===== src/rtl/bind_command_queue.sv =====
// Command FIFO and single-outstanding dispatcher in front of the bind kernel mapper.
// Optional BIND_CMD_STATS_EN adds saturating ops_completed / busy_cycles counters.
module bind_command_queue #(
  parameter int HV_ADDRESS_WIDTH = 20,
  parameter int FIFO_DEPTH       = 4
) (
  input  logic                                clk,
  input  logic                                reset_n,
  input  logic                                cmd_valid,
  output logic                                cmd_ready,
  input  logic [HV_ADDRESS_WIDTH-1:0]         cmd_length,
  input  logic [HV_ADDRESS_WIDTH-1:0]         cmd_hva,
  input  logic [HV_ADDRESS_WIDTH-1:0]         cmd_hvb,
  input  logic [HV_ADDRESS_WIDTH-1:0]         cmd_hvc,
  output logic                                map_valid,
  output logic [HV_ADDRESS_WIDTH-1:0]         map_vec_length,
  output logic [HV_ADDRESS_WIDTH-1:0]         map_hva,
  output logic [HV_ADDRESS_WIDTH-1:0]         map_hvb,
  output logic [HV_ADDRESS_WIDTH-1:0]         map_hvc,
  input  logic                                map_done,
  output logic [$clog2(FIFO_DEPTH):0]         fifo_count,
  output logic                                busy,
  output logic                                cmd_dropped
`ifdef BIND_CMD_STATS_EN
  ,
  output logic [31:0]                         ops_completed,
  output logic [31:0]                         busy_cycles
`endif
);

  localparam int PTR_W   = $clog2(FIFO_DEPTH);
  localparam int CNT_W   = PTR_W + 1;
  localparam int ENTRY_W = 4 * HV_ADDRESS_WIDTH;

  localparam logic [1:0] IDLE  = 2'd0;
  localparam logic [1:0] ISSUE = 2'd1;
  localparam logic [1:0] ACK   = 2'd2;
  localparam logic [1:0] RUN   = 2'd3;

  logic [ENTRY_W-1:0]          mem [FIFO_DEPTH];
  logic [PTR_W-1:0]            wr_ptr;
  logic [PTR_W-1:0]            rd_ptr;
  logic [1:0]                  state;
  logic                        push;
  logic                        pop;
  logic [HV_ADDRESS_WIDTH-1:0] head_len;
  logic [HV_ADDRESS_WIDTH-1:0] head_hva;
  logic [HV_ADDRESS_WIDTH-1:0] head_hvb;
  logic [HV_ADDRESS_WIDTH-1:0] head_hvc;

  // Ready comes only from the registered count, never from cmd_valid.
  assign cmd_ready = (fifo_count != CNT_W'(FIFO_DEPTH));
  assign push      = cmd_valid && cmd_ready;
  assign pop       = (state == IDLE) && (fifo_count != '0) && map_done;
  assign busy      = (state != IDLE) || (fifo_count != '0);
  assign {head_len, head_hva, head_hvb, head_hvc} = mem[rd_ptr];

  always_ff @(posedge clk) begin
    if (push) mem[wr_ptr] <= {cmd_length, cmd_hva, cmd_hvb, cmd_hvc};
  end

  always_ff @(posedge clk or negedge reset_n) begin
    if (!reset_n) begin
      wr_ptr         <= '0;
      rd_ptr         <= '0;
      fifo_count     <= '0;
      state          <= IDLE;
      map_valid      <= 1'b0;
      cmd_dropped    <= 1'b0;
      map_vec_length <= '0;
      map_hva        <= '0;
      map_hvb        <= '0;
      map_hvc        <= '0;
    end else begin
      map_valid   <= 1'b0;
      cmd_dropped <= 1'b0;
      if (push) wr_ptr <= wr_ptr + PTR_W'(1);
      if (pop)  rd_ptr <= rd_ptr + PTR_W'(1);
      case ({push, pop})
        2'b10:   fifo_count <= fifo_count + CNT_W'(1);
        2'b01:   fifo_count <= fifo_count - CNT_W'(1);
        default: fifo_count <= fifo_count;
      endcase
      case (state)
        IDLE: begin
          if (pop) begin
            if (head_len == '0) begin
              cmd_dropped <= 1'b1;
            end else begin
              map_vec_length <= head_len;
              map_hva        <= head_hva;
              map_hvb        <= head_hvb;
              map_hvc        <= head_hvc;
              map_valid      <= 1'b1;
              state          <= ISSUE;
            end
          end
        end
        ISSUE:   state <= ACK;
        // The mapper signals acceptance by dropping its done level.
        ACK:     if (!map_done) state <= RUN;
        RUN:     if (map_done) state <= IDLE;
        default: state <= IDLE;
      endcase
    end
  end

`ifdef BIND_CMD_STATS_EN
  function automatic logic [31:0] sat_inc(input logic [31:0] v);
    return (v == 32'hFFFF_FFFF) ? v : v + 32'd1;
  endfunction

  always_ff @(posedge clk or negedge reset_n) begin
    if (!reset_n) begin
      ops_completed <= '0;
      busy_cycles   <= '0;
    end else begin
      if ((state == RUN) && map_done) ops_completed <= sat_inc(ops_completed);
      if (busy) busy_cycles <= sat_inc(busy_cycles);
    end
  end
`endif

endmodule


===== config.mk =====
export PLATFORM = sky130hd
export DESIGN_NAME = bind_command_queue
export DESIGN_NICKNAME = d
export VERILOG_FILES = /design/src/rtl/bind_command_queue.sv
export SDC_FILE = /design/constraint.sdc
export NUM_CORES = 1
export LEC_CHECK = 0
export CAP_MARGIN = 20
export CORE_UTILIZATION = 36
export DETAILED_ROUTE_END_ITERATION = 6
export PLACE_DENSITY = 0.63
export SLEW_MARGIN = 5
export SYNTH_ARGS = -nofsm -noshare
export SYNTH_HDL_FRONTEND = slang
export SYNTH_SLANG_ARGS = --single-unit

===== constraint.sdc =====
create_clock -name clk -period 5.09 [get_ports clk]
set_clock_uncertainty 0.15 [all_clocks]
set_input_delay 0.509 -clock clk [delete_from_list [all_inputs] [get_ports clk]]
set_output_delay 0.509 -clock clk [all_outputs]
set_load 0.05 [all_outputs]

==> impl_metrics.ini <==
[outcome]
status = finished clean

[worst_setup_path]
path_depth = 7
crit_path_end_kind = flip-flop
worstReg2RegStart = rd_ptr[0]
reg2reg_depth = 7
crit_buf_inv = 2
worst_path_max_delay_cell = dfrtp_4
critPathLaunch = rd_ptr[0]
worst-setup-path-type = reg -> reg
worstPathRequired_ns = 5.37
cp_top_family = multiplexers
path_cells = buf_4 > mux4_2 > nor4_1 > and3_1 > a21oi_4 > buf_4 > mux2_4
r2r_end = map_hvb[2]
ff2ff_setup_slack_ns = 1.40
worstSetupStartpointType = flip-flop
cpPeakStageDelay_ns = 0.67
crit_end = map_hvb[2]
crit_top_cell = buf_4
path_max_fanout = 46
cp_data_arrival_time_ns = 3.97

[clock_tree]
cts_tree = done
insertion_delay_ns = 0.55
cts-htree-levels = 2
cts_inserted_buffers = 43
clockBufferDepth = 3
cts_root_buf = clkbuf_16
clkSinkCount = 411
postCtsResizedCells = 0
clk_pin_slew_ns = 0.06

[detailed_routing]
wire_per_inst_um = 21.3
num_vias = 6920
vias_per_cell = 4.81
ant_nets = 0
drt_iter0_drc = 286
firstDrtPassIters = 4
drc_errors = 0
routed_wl_mm = 30.6

[finish]
drive_gt1_frac = 0.278
final_common_cell = edfxtp_1
layout.nets = 959
area_delta_synth_final_pct = 24.4
final_cell_mix = edfxtp_1, clkdlybuf4s50_1, dfrtp_1

[sta]
post-route-period-util = 0.725
finalCriticalPeriod_ns = 3.69
fmax_mhz = 271
finalHoldViolations = 0
setup_tns_ns = 0
drv_slew = 0
setup_viol = 0
relSlewSlack = 0.354
rsz0062_at_grt = no
worst_pin_slew_ns = 0.968

[place]
place.gp.congestion = 0.681
port_buffers = 170
dp_hpwl_mm = 18.0

[floorplanning]
die_h_um = 210
coreArea_sq_um = 42200
row_count = 75
dieArea_sq_um = 44000
io_pins = 171
die_w_um = 210
initial_core_util = 0.368

[synthesis]
synthFlopType = edfxtp_1
synth_top_area_share = 0.618
syn_avg_cell_area_sq_um = 23.5
synth_seq_cells = 411
async_flop_share = 0.221
syn-num-nets = 754
synth_area_sq_um = 15500
ys_types = 35
yosysTopAreaCell = edfxtp_1
syn-instance-count = 660
seq_area_frac_synth = 0.765
yosysWarnings = 0
synth-edff-count = 320
synth_area_leaders = edfxtp_1, dfrtp_1, mux4_2

[min_path]
worst_hold_path_type = reg -> reg

[global_routing]
grt_pass1_wl_mm = 46.9
grt_antenna_before_repair = 2
grt_max_degree = 59
grtUsageTotal = 0.143
grt_pass1_vias = 7701
overflow = 0

[power_and_ir_drop]
leakage_nw = 6.76
ir_drop_uv = 334
power.total_mw = 12.8
pwr_density_cell_nw_per_um2 = 662

[job]
maxCapViolations = 0
-- timing repair --
item                       4_1_cts  5_1_grt
setup endpoints to repair        0        0
hold endpoints to repair        56        0
setup buffers                    0        0
hold buffers                     1        0
-- registers in the layout (all words and copies together) (netlist names) --
name	count
mem	320
map_hva	20
map_hvb	20
map_hvc	20
map_vec_length	20
fifo_count	3
rd_ptr	2
state	2
wr_ptr	2
cmd_dropped	1
map_valid	1
-- cells by family (layout without fill, tap and decap cells) --
group / after synthesis / after routing / synth area share
AOI/OAI and AO/OA: 8 / 8 / 0.00427
xor gates and xnor gates: 6 / 6 / 0.00338
adders and majority gates: 10 / 10 / 0.00853
buffers and inverters: 37 / 275 / 0.0140
DFF: 411 / 411 / 0.765
muxes: 162 / 162 / 0.194
other: 0 / 1 / 0
and+or+nand+nor: 26 / 26 / 0.0106
-- Yosys cell counts, types with 2 or more instances --
| master | count |
|---|---|
| clkbuf_1 | 11 |
| nor4_1 | 3 |
| mux2_4 | 79 |
| inv_1 | 9 |
| buf_6 | 10 |
| a21oi_1 | 2 |
| or4_1 | 4 |
| dfrtp_1 | 91 |
| and3_1 | 6 |
| buf_1 | 3 |
| nand2_1 | 3 |
| ha_1 | 9 |
| edfxtp_1 | 320 |
| o21ai_0 | 2 |
| buf_2 | 3 |
| mux4_2 | 80 |
| xnor2_1 | 4 |
| nor2_1 | 2 |
| mux2_2 | 2 |
| xor2_1 | 2 |
-- final cells by class --
cell class              count  area (sq um)
clock buffers              64          1260
fillers                  3552         22900
diodes                      1          2.50
clock inverters            14           178
repair buffers            187          1830
multi-input cells         212          3460
flip-flops and latches    411         11900
inverters                  10          37.5
well taps                 539           674
-- power by group --
part           total [mW]  switching, mW  internal (mW)  leakage [nW]
sequential           5.07          0.498           4.57          4.01
clock                3.17           1.26           1.91         0.698
combinational        4.56           2.51           2.05          2.05
total                12.8           4.27           8.53          6.76
-- metal layers --
layer / vias to the layer above / part of all wire / global-route usage
li1: 3105 / - / -
met1: 3593 / 0.46 / 0.199
met2: 168 / 0.46 / 0.219
met5: - / 0.00055 / 0
met3: 52 / 0.058 / 0.0370
met4: 2 / 0.021 / 0.0468
-- how the worst min path moves through the flow --
stage	start	endpoint	slack (ns)	depth (start not counted)
final	map_hvc[12]	map_hvc[12]	0.36	1
after global routing	map_hva[4]	map_hva[4]	0.37	1
after CTS	map_hvc[12]	map_hvc[12]	0.36	1
after detailed placement	map_hvc[16]	map_hvc[16]	0.34	1
after global placement	map_hvc[12]	map_hvc[12]	0.35	1
after floorplan	reset_n	cmd_dropped	0.06	0
-- per-stage QoR --
step	hold WS, ns	std cells	instance area [sq um]	worst slack [ns]	utilization
final	0.360	1438	19300	1.40	0.458
after global routing	0.374	1437	19300	1.14	0.458
after CTS	0.365	1437	19300	1.36	0.458
after detailed placement	0.344	1358	17900	1.36	0.423
after global placement	0.348	1358	17900	1.37	0.423
after floorplan	0.0634	660	15500	1.25	-
(Power assumes the default switching activity.)
